## config.mk

```make
export PLATFORM = sky130hd
export DESIGN_NAME = seq_shift_mult
export DESIGN_NICKNAME = d
export VERILOG_FILES = /design/src/rtl/seq_shift_mult_pkg.sv /design/src/rtl/seq_shift_mult_mult_step.sv /design/src/rtl/seq_shift_mult.sv
export SDC_FILE = /design/constraint.sdc
export NUM_CORES = 1
export LEC_CHECK = 0
export ABC_AREA = 1
export CORE_ASPECT_RATIO = 1.25
export CORE_MARGIN = 1.5
export CORE_UTILIZATION = 58
export DETAILED_ROUTE_END_ITERATION = 6
export DONT_BUFFER_PORTS = 1
export GPL_ROUTABILITY_DRIVEN = 0
export PLACE_DENSITY = 0.8
export RECOVER_POWER = 50
export SYNTH_ARGS = -nofsm -noshare
export SYNTH_HDL_FRONTEND = slang
export SYNTH_HIERARCHICAL = 1
export SYNTH_SLANG_ARGS = --single-unit
```

## constraint.sdc

```tcl
create_clock -name clk -period 2 [get_ports clk]
set_clock_uncertainty 0.1 [all_clocks]
set_input_delay 0.3 -clock clk [delete_from_list [all_inputs] [get_ports clk]]
set_output_delay 0.3 -clock clk [all_outputs]
set_load 0.02 [all_outputs]
```

## src/rtl/seq_shift_mult_pkg.sv

```systemverilog
// Shared ALU definitions: FSM state encoding and the default datapath width
// used by the sequential multiplier.
package seq_shift_mult_pkg;

    localparam int ALU_WIDTH = 8;

    typedef enum logic [1:0] {
        IDLE = 2'b00,
        RUN  = 2'b01,
        DONE = 2'b10
    } state_e;

endpackage

```

## src/rtl/seq_shift_mult_mult_step.sv

```systemverilog
// One shift-and-add iteration: conditionally accumulate the multiplicand,
// then shift multiplicand left and multiplier right with zero fill.
module mult_step #(
    parameter int WIDTH = 8
) (
    input  logic [2*WIDTH-1:0] acc,
    input  logic [2*WIDTH-1:0] mcand,
    input  logic [WIDTH-1:0]   mplier,
    output logic [2*WIDTH-1:0] acc_nxt,
    output logic [2*WIDTH-1:0] mcand_nxt,
    output logic [WIDTH-1:0]   mplier_nxt
);

    always_comb begin
        acc_nxt    = mplier[0] ? (acc + mcand) : acc;
        mcand_nxt  = mcand << 1;
        mplier_nxt = mplier >> 1;
    end

endmodule

```

## src/rtl/seq_shift_mult.sv

```systemverilog
// Sequential unsigned shift-and-add multiplier: WIDTH iterations per job,
// busy/done decoded from the registered FSM state.
module seq_shift_mult
    import seq_shift_mult_pkg::*;
#(
    parameter int WIDTH = ALU_WIDTH
) (
    input  logic               clk,
    input  logic               rst,
    input  logic               start,
    input  logic [WIDTH-1:0]   a,
    input  logic [WIDTH-1:0]   b,
    output logic               busy,
    output logic               done,
    output logic [2*WIDTH-1:0] p
);

    localparam int CW = $clog2(WIDTH);
    localparam logic [CW-1:0] LAST = CW'(WIDTH - 1);

    state_e               state_q, state_d;
    logic [2*WIDTH-1:0]   mcand_q, mcand_d;
    logic [WIDTH-1:0]     mplier_q, mplier_d;
    logic [2*WIDTH-1:0]   acc_q, acc_d;
    logic [CW-1:0]        cnt_q, cnt_d;
    logic [2*WIDTH-1:0]   p_q, p_d;

    logic [2*WIDTH-1:0]   step_acc, step_mcand;
    logic [WIDTH-1:0]     step_mplier;

    mult_step #(.WIDTH(WIDTH)) u_step (
        .acc        (acc_q),
        .mcand      (mcand_q),
        .mplier     (mplier_q),
        .acc_nxt    (step_acc),
        .mcand_nxt  (step_mcand),
        .mplier_nxt (step_mplier)
    );

    always_comb begin
        state_d  = state_q;
        mcand_d  = mcand_q;
        mplier_d = mplier_q;
        acc_d    = acc_q;
        cnt_d    = cnt_q;
        p_d      = p_q;
        unique case (state_q)
            IDLE: begin
                if (start) begin
                    mcand_d  = {{WIDTH{1'b0}}, a};
                    mplier_d = b;
                    acc_d    = '0;
                    cnt_d    = '0;
                    state_d  = RUN;
                end
            end
            RUN: begin
                acc_d    = step_acc;
                mcand_d  = step_mcand;
                mplier_d = step_mplier;
                cnt_d    = cnt_q + 1'b1;
                // Final iteration: publish the completed sum on the same edge.
                if (cnt_q == LAST) begin
                    state_d = DONE;
                    p_d     = step_acc;
                end
            end
            DONE:    state_d = IDLE;
            default: state_d = IDLE;
        endcase
    end

    always_ff @(posedge clk) begin
        if (!rst) begin
            state_q  <= IDLE;
            mcand_q  <= '0;
            mplier_q <= '0;
            acc_q    <= '0;
            cnt_q    <= '0;
            p_q      <= '0;
        end else begin
            state_q  <= state_d;
            mcand_q  <= mcand_d;
            mplier_q <= mplier_d;
            acc_q    <= acc_d;
            cnt_q    <= cnt_d;
            p_q      <= p_d;
        end
    end

    assign busy = (state_q != IDLE);
    assign done = (state_q == DONE);
    assign p    = p_q;

endmodule

```

* Word level (Yosys, flattened, before mapping)
Index checks and enable logic that the tools add are counted.
** Cells by class
- Add/sub/neg operators :: 2
- $mul :: 0
- Divide/modulo/power cells :: 0
- Magnitude comparators :: 0
- Eq/ne operators :: 5
- Shift operators :: 0
- Multiplexer cells :: 12
- Bitwise logic cells :: 0
- Reductions and logical operators :: 6
** Operators by type and width (count)
- $pmux 16 s2 :: 2
- $mux 16 :: 3
- $add 16x16->16 :: 1
- $pmux 8 s2 :: 1
- $mux 8 :: 1
- $pmux 3 s2 :: 1
- $reduce_and 2->1 :: 3
- $mux 2 :: 2
- $ne 2x2->1 const B :: 2
- $pmux 2 s2 :: 1
- $reduce_bool 2->1 :: 2
- $add 3x1->3 const B :: 1
- $eq 3x3->1 const B :: 1
- $mux 3 :: 1
- $eq 2x1->1 const B :: 1
- $eq 2x2->1 const B :: 1
- $logic_not 2->1 :: 1
** Word-level totals
- Register bits :: 61
- Bits in latches :: 0
- Memory bits (writable) :: 0
- ROM bits :: 0
- Output and inout bits :: 18
- Memories kept :: 0

* Logic depth before layout (Yosys ltp)
- Depth after elaboration :: 3
- Gate-level depth with buffers :: 13
- Depth with buffers taken out :: 13

* Hierarchy
Netlist, hierarchy kept.
** By module, submodules not included
- seq_shift_mult :: times used 1, cells an instance 370, area an instance 2527.4 sq um
- mult_step :: times used 1, cells an instance 246, area an instance 1260.0 sq um

* Least setup slack after synthesis
Ideal clock, no wire load.
- Path kind :: flip-flop to flip-flop
- Start point :: reg acc_q[0]
- End point :: reg acc_q[8]
- Arrival :: 1.669 ns
- Data required time :: 1.830 ns
- Setup slack :: 0.160 ns
- Stages on the path, launching flop included :: 13
- Path buffers :: 0
- Clock period less this slack :: 1.840 ns
- Cell sequence :: dfxtp_1 -> ha_1 -> fa_1 -> nand2_1 -> nand2_1 -> and2_4 -> nand2_2 -> nand2_2 -> a21oi_1 -> o21ai_1 -> nand2_1 -> nand2_1 -> a21oi_1
** Between the ends
- Word-level cells in the longest chain between the ends :: 3
** Ends and longest elaborated chain
- from (decl) :: line seq_shift_mult.sv:24 : logic [2*WIDTH-1:0] acc_q, acc_d;
- from (signal assigned) :: line seq_shift_mult.sv:78 : acc_q <= '0;
- from (signal assigned) :: line seq_shift_mult.sv:85 : acc_q <= acc_d;
- $add 16x16->16 :: line seq_shift_mult_mult_step.sv:15 : acc_nxt = mplier[0] ? (acc + mcand) : acc;
- $mux 16 :: line seq_shift_mult_mult_step.sv:15
- via step_acc[8] :: line seq_shift_mult.sv:28 : logic [2*WIDTH-1:0] step_acc, step_mcand;
- $pmux 16 s2 :: line seq_shift_mult.sv:47 : unique case (state_q)
The timed path passes the listed nets, and every way through them passes these cells.
A chain may end at the register's enable or synchronous reset.

* Worst setup path after layout
- Start point :: reg mcand_q[0]
- End point :: reg acc_q[6]
** Between the ends
- Word-level cells in the longest chain between the ends :: 3
** Ends and longest elaborated chain
- from (decl) :: line seq_shift_mult.sv:22 : logic [2*WIDTH-1:0] mcand_q, mcand_d;
- from (signal assigned) :: line seq_shift_mult.sv:83 : mcand_q <= mcand_d;
- $add 16x16->16 :: line seq_shift_mult_mult_step.sv:15
- $mux 16 :: line seq_shift_mult_mult_step.sv:15
- via step_acc[6] :: line seq_shift_mult.sv:28
- $pmux 16 s2 :: line seq_shift_mult.sv:47
The timed path passes the listed nets, and every way through them passes these cells.

==> reports/metrics.cfg <==
[logic_synthesis]
synth_commonest_cells=223 x nand2_1, 84 x inv_1, 64 x nor2_1, 61 x dfxtp_1, 51 x a21oi_1
synth_seq_cells=61
netlist_instances=616
avgSynthCellArea_um2=6.15
synthArstFlopShare=0
yosysTopAreaCellShare=0.322
synth_cell_types=29
synth_edf_count=0
ys.warnings.count=6
ys_seq_area_frac=0.322
synth_area_mm2=0.00379
synth.largest_area_cell=dfxtp_1
synthTopCellsByArea=dfxtp_1 32%, nand2_1 22%, inv_1 8.3%
synth_flop_cell=dfxtp_1
synth_most_common_cell=nand2_1

[layout]
stdcell_area_mm2=0.00403
drive_gt1_frac=0.111
finalNetCount=629
n_antenna_cell=0
syn2layout_area_growth_pct=6.28

[sta]
finalSetupViolations=0
rsz0062_at_grt=yes
relSlewSlack=0.564
min_period_ps=1960
slew_viol_final=0
tightestPinTransition_ps=655
timing_hold_violations_final=0
final.setup.worst_slack_ps=44.9
timing.final.crit_share=0.978
fmax_ghz=0.511

[die]
start_util=0.606
rows=32
fp.dieW_um=75.3
core_area_mm2=0.00625
die_h_um=93.3
ioPinCount=37
die-area_mm2=0.00703

[worst_setup_path]
arrival_ps=2090
path_max_fanout=4
slowest_stage=fa_2
reg2reg_depth=11
r2r-start=mcand_q[0]
r2r-end=acc_q[6]
endpoint_kind=register
cp-start-kind=register
crit_chain=ha_4 -> fa_2 -> nand2_2 -> nand2_2 -> nand3_1 -> nand2_2 -> or2_1 -> nand3_1 -> nand2_1 -> nand2_1 -> a21oi_1
critical_path_required_ps=2130
r2r_slack_ps=40
cpPeakStageDelay_ps=370
path_common_cell=nand2_2
path_class=reg -> reg

[min_path]
min_path_cells=4
hold_path.class=in -> reg
hold_start=b[2]
holdPathEnd=mplier_q[2]

[route]
wl_met3_um=304
first_iter_violations=221
routedWlPerCell_um=12.2
viasPerCell=5.02
drc=0
first_pass_iters=4
routed_wl_mm=8.29
routed-wl-met2_mm=3.95
vias=3420
top_layer=met4
m1WireLength_mm=3.74
antenna_left=0

[global_routing]
grt.overflow.total=0
grt_pass1_vias=3036
antenna_found_initial=0
gr-usage-all-layers=0.246
grt_start_max_net_pins=35
grt_pass1_wl_mm=13.2

[pwr]
p_leak_nw=2.03
power_density_mw_per_mm2=678
ir_worst_vdd_v=0.000397

[outcome]
status=finished, final reports clean

[place]
place_area_mm2=0.00367
hpwl_mm=5.38
pre_cts_ws_ps=-28.7
io_buffer_count=0

[clocking]
cts.path.max_buffers=2
cts-root-buf=clkbuf_8
cts_buffers=9
htree_levels=3
cts_setup_buffers=0
clock_latency_ps=350
cts_sinks=61
clkTransAtPathRegs_ps=70
cts_tree=built

[run]
cap_viol_max_count=0

logic make-up after synthesis:
group                    after synthesis  synth area share
buffers and inverters                137             0.168
XOR/XNOR                               3           0.00694
AND/OR/NAND/NOR                      322             0.339
flip-flops                            61             0.322
AO/OA/AOI/OAI                         74             0.101
adder cells (fa/ha/maj)               18            0.0614
other                                  1          0.000990
placed cells by master (no fill, tap or decap), types with 2 or more instances in the layout:
cell type / Yosys / layout
a21oi_1: 51 / 49
a21oi_2: 0 / 2
buf_4: 29 / 8
clkbuf_8: 0 / 11
clkinv_2: 0 / 2
conb_1: 1 / 2
dfxtp_1: 61 / 56
dfxtp_2: 0 / 5
ha_1: 17 / 10
ha_4: 0 / 7
inv_1: 84 / 84
inv_2: 6 / 6
nand2_1: 223 / 213
nand2_2: 4 / 14
nand3_1: 18 / 16
nand3_2: 0 / 2
nand3b_1: 2 / 2
nor2_1: 64 / 64
nor3_1: 2 / 2
o21ai_0: 19 / 18
o21ai_1: 3 / 4
or2_1: 3 / 3
xnor2_1: 3 / 3
how the worst max path moves through the flow:
stage                     slack [ps]       start  cells after the start   endpoint
after global routing             -60  mcand_q[0]                     11   acc_q[6]
final                             40  mcand_q[0]                     11   acc_q[6]
after detailed placement         -30    acc_q[0]                     13  acc_q[14]
after CTS                         20    acc_q[0]                     12  acc_q[12]
after global placement            30    acc_q[0]                     13  acc_q[14]
after floorplan                  160    acc_q[0]                     12   acc_q[8]
critical path, delay by kind of cell (launching register included):
kind / cells / cell delay (ps)
and+or+nand+nor: 8 / 780
adders and majority gates: 2 / 540
DFF: 1 / 340
AOI/OAI and AO/OA: 1 / 70
layout make-up:
cell class	count	area [um2]
fillers	586	2220
flip-flops and latches	61	1230
repair buffers	10	85.1
clock inverters	4	47.5
clock buffers	11	151
well taps	85	106
inverters	91	342
multi-input cells	419	2070
report_power, final:
group / internal, mW / switching (mW) / total, mW
registers: 1.26 / 0.0388 / 1.29
logic: 0.115 / 0.200 / 0.315
clock network: 0.632 / 0.485 / 1.12
per-layer routing:
layer / vias to the layer above / track usage
met5: - / 0
met4: 0 / 0.138
met3: 21 / 0.0463
met2: 78 / 0.398
met1: 1528 / 0.300
li1: 1793 / -
registers in the layout, indices dropped and copies added, names as in the netlist:
| name | flops |
|---|---|
| acc_q | 16 |
| mplier_q | 8 |
| state_q | 2 |
| p | 16 |
| mcand_q | 16 |
| cnt_q | 3 |
per-stage QoR:
| step | total power, mW | setup TNS [ps] | instances | hold WS (ps) | util |
|---|---|---|---|---|---|
| floorplan | 1.59 | 0 | 617 | 343 | - |
| global placement | 1.59 | 0 | 665 | 330 | 0.588 |
| detailed placement | 1.60 | -121 | 665 | 335 | 0.588 |
| CTS | 2.72 | 0 | 681 | 68.9 | 0.623 |
| global route | 2.84 | -314 | 681 | 89.2 | 0.644 |
| finish | 2.73 | 0 | 681 | 77.5 | 0.644 |
what timing repair did:
item,in CTS,in global routing
hold buffers,1,0
pin swaps,0,8
setup endpoints to repair,9,19
resized for setup,2,27
hold endpoints to repair,34,0
(Power assumes the default switching activity.)
==> patch 1 (same settings) <==
Make the reset (`rst`) asynchronous in one clocked block.
--- a/src/rtl/seq_shift_mult.sv
+++ b/src/rtl/seq_shift_mult.sv
@@ -71,5 +71,5 @@
     end
 
-    always_ff @(posedge clk) begin
+    always_ff @(posedge clk or negedge rst) begin
         if (!rst) begin
             state_q  <= IDLE;
Behaviour: differs if rst is asserted again (counterexample within 4 cycles, from zero or initial values and one cycle with rst low); with rst held inactive, the same outputs for 4 cycles.
==> patch 1 against the original RTL <==
- the flow now finishes with violations (negative setup slack)
- via count is 3.8% lower
- wire length hardly changed
- maximum frequency fell by 3.1%
- setup slack worse by 62 ps
- largest cell class unchanged
- sequential cell count unchanged
- synthesized cell count fell by 8.9%
- design area up 5.5%
- synthesized area increased by 2.3%
Power is not compared: it rests on default switching activity, and its combinational part moved more than twofold at a synthesized area within 25%.
==> patch 1: results (changes against the original RTL) <==
* Count of final setup violators at 1 (was 0)
* Placed Cells at 617 (was 665)
* Share of layout cells above drive strength 1 at 12.9% (was 11.1%)
* Total GRT Usage at 23.7% (was 24.6%)
* # diodes at 0 (unchanged)
* Top_reg_cell synth: dfrtp_1 (was dfxtp_1)
* Total CTS buffers at 9 (unchanged)
* CP max stage delay at 390 ps (was 370 ps)
* Syn Inst Count at 561 (was 616)
* Pleak at 2.36 nW
* Area contributors post-synth: dfrtp_1 (39%), nand2_1 (23%), inv_1 (7.9%) (was dfxtp_1 (32%), nand2_1 (22%), inv_1 (8.3%))
* Vias in the first global route at 3134 (was 3036)
* First-iteration detailed-routing DRC count at 241 (was 221)
* Status: complete, but fails checks (was complete, no violations)
* Netlist cell types at 28 (was 29)
* Crit path max-delay cell type: dfrtp_1 (was fa_2)
* Failing checks: negative setup slack
* Worst vdd ir at between 1 and 1.5 mV
* Largest net degree at the start of global routing at 62 (was 35)
* Fillers at 575 (was 586)
* Clock Tree Root: clkbuf_8 (unchanged)
* DR vias at 3290 (was 3420)
* First-pass GRT wire length at 13.5 mm (was 13.2 mm)
* H-tree depth at 3 (unchanged)
* Antenna violations before repair at 0 (unchanged)
* Synth cell count leaders: nand2_1 (242), inv_1 (82), dfrtp_1 (61) (was nand2_1 (223), inv_1 (84), nor2_1 (64))
* Nets at 584 (was 629)
* Fin cells at 639 (was 681)
* Yosys warnings at 6 (unchanged)
* Asr flop ratio synth at 100% (was 0%)
* Sequential-to-total area share from yosys stat at 39.4% (was 32.2%)
* Router iterations before antenna repair at 6 (was 4)
* Crit Path Max Fanout at 3 (was 4)
* Slew HR at 43.7% (was 56.4%)
* Worst EP arrival at 2190 ps (was 2090 ps)
* Hold Vio Cnt, Final at 0 (unchanged)
* # port buffers at 0 (unchanged)
* Post-detail-place hpwl at 5.41 mm (was 5.38 mm)
* Worst min-delay path class: in2reg (unchanged)
* Min setup slack post-route at -17.3 ps (was 44.9 ps)
* CTS clk-pin slew, worst paths at 70 ps (about the same)
* Clk buf depth at 2 (unchanged)
* Clk Latency, worst-skew pair at 350 ps (about the same)
* Post-Route WL at 8.29 mm (about the same)
* Antenna viol nets, final at 0 (unchanged)
-- patch 1: critical path, delay by kind of cell (launching register included) --
family                   cells  cell delay, ps
buffers and inverters        1              40
flip-flops                   1             390
AO/OA/AOI/OAI                3             330
AND/OR/NAND/NOR              6             520
adder cells (fa/ha/maj)      2             570
-- patch 1: timing repair --
| action | 4_1_cts | 5_1_grt |
|---|---|---|
| endpoints found under the setup margin | 10 | 21 |
| endpoints found under the hold margin | 61 | 0 |
| gates cloned | 0 | 0 |
| pin swaps | 1 | 8 |
| hold buffers | 2 | 0 |
| setup buffers | 3 | 1 |
| resized for setup | 5 | 35 |
-- patch 1: worst paths after layout --
kind	endpoint	depth (start not counted)	slack, ps	start
setup / recovery	acc_q[8]	12	-20	mcand_q[0]
hold / removal	mcand_q[5]	4	70	a[5]
setup reg to reg	acc_q[8]	12	-20	mcand_q[0]
hold reg to reg	cnt_q[0]	1	380	cnt_q[0]
max in group asynchronous	p[9]	2	720	rst
min in group asynchronous	mcand_q[12]	2	510	rst
-- patch 1: power breakdown --
group	leakage (nW)	internal (mW)	total (mW)	switching, mW
sequential	0.759	1.82	2.51	0.688
combinational	1.49	1.84	4.59	2.75
clock	0.107	0.696	1.17	0.472
total	2.36	4.35	8.26	3.91
-- patch 1: cell type report --
cell class | instances | area share (%)
clock buffer | 11 | 3.09
clock inverter | 5 | 1.77
inverter | 86 | 7.60
multi-input combinational | 374 | 45.4
sequential | 61 | 35.9
tap | 87 | 2.56
timing repair buffer | 15 | 3.59
-- patch 1: routing by layer --
metal  wire (um)  track usage [%]
met5           0                0
met4         238             12.8
met3         369             4.44
met2        4140             43.2
met1        3550             26.5
-- patch 1: cells by family (layout without fill, tap and decap cells) --
group / Yosys count / count (layout) / share of synthesized area, %
compound gates: 45 / 45 / 6.10
xor+xnor: 3 / 3 / 0.678
fa+ha+maj: 18 / 18 / 6.01
buf+inv: 127 / 117 / 15.6
flops: 61 / 61 / 39.4
other cells: 1 / 2 / 0.0968
simple gates: 306 / 306 / 32.1
-- patch 1: metrics by stage --
stage	setup WS [ps]	instance area, sq um	util (%)	hold slack [ps]	setup TNS, ps
final	-17.3	4250	65.1	71.8	-17.3
after global routing	-108	4250	65.1	96.6	-319
after CTS	31.0	4090	62.7	66.3	0
after detailed placement	-89.9	3810	58.4	-93.7	-386
after global placement	18.1	3810	58.4	-93.8	0
after floorplan	90.0	3880	-	-95.6	0
==> patch 2 (same settings) <==
Without the edit above. `ALU_WIDTH`: 8 -> 16.
--- a/src/rtl/seq_shift_mult_pkg.sv
+++ b/src/rtl/seq_shift_mult_pkg.sv
@@ -3,5 +3,5 @@
 package seq_shift_mult_pkg;
 
-    localparam int ALU_WIDTH = 8;
+    localparam int ALU_WIDTH = 16;
 
     typedef enum logic [1:0] {
Ports: changed (resized a, b and p); port bits go from 37 to 69. No check against the original RTL was run, so the function may have changed too.
==> patch 2 against the original RTL <==
- critical path type unchanged
- total power grew 140%
- clock power increased to 2.9 times the old value
- synthesized area up 110%
- sequential cell count rose by 57
- the run now ends with design-rule violations, negative hold slack, negative setup slack left
- largest power group is now the clock network
- non-clock buffer count grew 140
- sequential power is 91% higher
- setup slack worse by 310 ps
- design area grew to 2.6 times the old value
- wire length rose to 3.4 times the old value
- first-iteration DRC count grew to 4.5 times the old value
- sequential share of layout area shrank 7.4 points
- combinational power up 130%
==> patch 2: results (changes against the original RTL) <==
* Post-detail-place hpwl at 13.6 mm (was 5.38 mm)
* DR vias at 9107 (was 3420)
* Router iterations before antenna repair at 7 (was 4)
* Met2 Track Usage GR at 55.7% (was 39.8%)
* Crit Reg-Reg Endpoint: acc_q[30] (was acc_q[6])
* Met2 WL at 13.6 mm (was 3.95 mm)
* Slew HR at 49.3% (was 56.4%)
* First-pass GRT wire length at 36.7 mm (was 13.2 mm)
* H-tree depth at 4 (was 3)
* Post-CTS resize count at 41 (was 2)
* Pleak at 4.88 nW (was 2.03 nW)
* Failing checks: design-rule violations, negative hold slack, negative setup slack
* Number of remaining DRC errors at 8 (was 0)
* Count of final setup violators at 42 (was 0)
* Synth cell count leaders: nand2_1 (374), nand3_1 (163), inv_1 (152) (was nand2_1 (223), inv_1 (84), nor2_1 (64))
* WL/cell at 18.2 um (was 12.2 um)
* Sequential-to-total area share from yosys stat at 30.0% (was 32.2%)
* Fin Hold WS at -42.0 ps (was 77.5 ps)
* Area share of xor/xnor cells in the synthesized design at 1.56% (was 0.694%)
* Fin Setup TNS at -3020 ps (was 0 ps)
* Worst EP arrival at 2530 ps (was 2090 ps)
* Hold buffer count at CTS at 51 (was 1)
* Dpl ws at -147 ps (was -28.7 ps)
* Clock-net power at 3.24 mW (was 1.12 mW)
* Clock sinks at 118 (was 61)
* Hold Vio Cnt, Final at 6 (was 0)
* Placed inst area at 0.00816 sq mm (was 0.00367 sq mm)
* Status: complete, but fails checks (was complete, no violations)
* Largest net degree at the start of global routing at 146 (was 35)
* Area contributors post-synth: dfxtp_1 (30%), nand2_1 (18%), nand3_1 (10%) (was dfxtp_1 (32%), nand2_1 (22%), inv_1 (8.3%))
* Total CTS buffers at 17 (was 9)
* Syn Inst Count at 1286 (was 616)
* Netlist cell types at 34 (was 29)
* Nets at 1419 (was 629)
* Hold Crit Start: rst (was b[2])
* Min setup slack post-route at -263 ps (was 44.9 ps)
* Synth Area in Compound Gates at 9.09% (was 10.1%)
* Grt met3 use at 6.31% (was 4.63%)
==> patch 2: cell types whose count changed after synthesis, sizes merged, moves of 26 or more <==
cell	unedited run	this run
inv	90	156
nand3	18	169
dfxtp	61	118
nand2	227	387
clkbuf	5	31
buf	41	74
o21ai	23	98
nor2	65	152
==> patch 2: worst max path at each step <==
| stage | end | slack, ps | cells past startpoint |
|---|---|---|---|
| after CTS | p[29] | -10 | 12 |
| after detailed placement | acc_q[16] | -150 | 11 |
| after global placement | p[16] | -100 | 11 |
| after floorplan | p[28] | 40 | 12 |
| after global routing | acc_q[30] | -320 | 14 |
| final | acc_q[30] | -260 | 14 |
==> patch 2: layout make-up <==
class	count	area, sq um
fillers	782	2700
multi-input cells	906	5320
repair buffers	150	1350
clock inverters	13	171
well taps	171	214
flip-flops and latches	118	2440
inverters	158	598
clock buffers	19	443
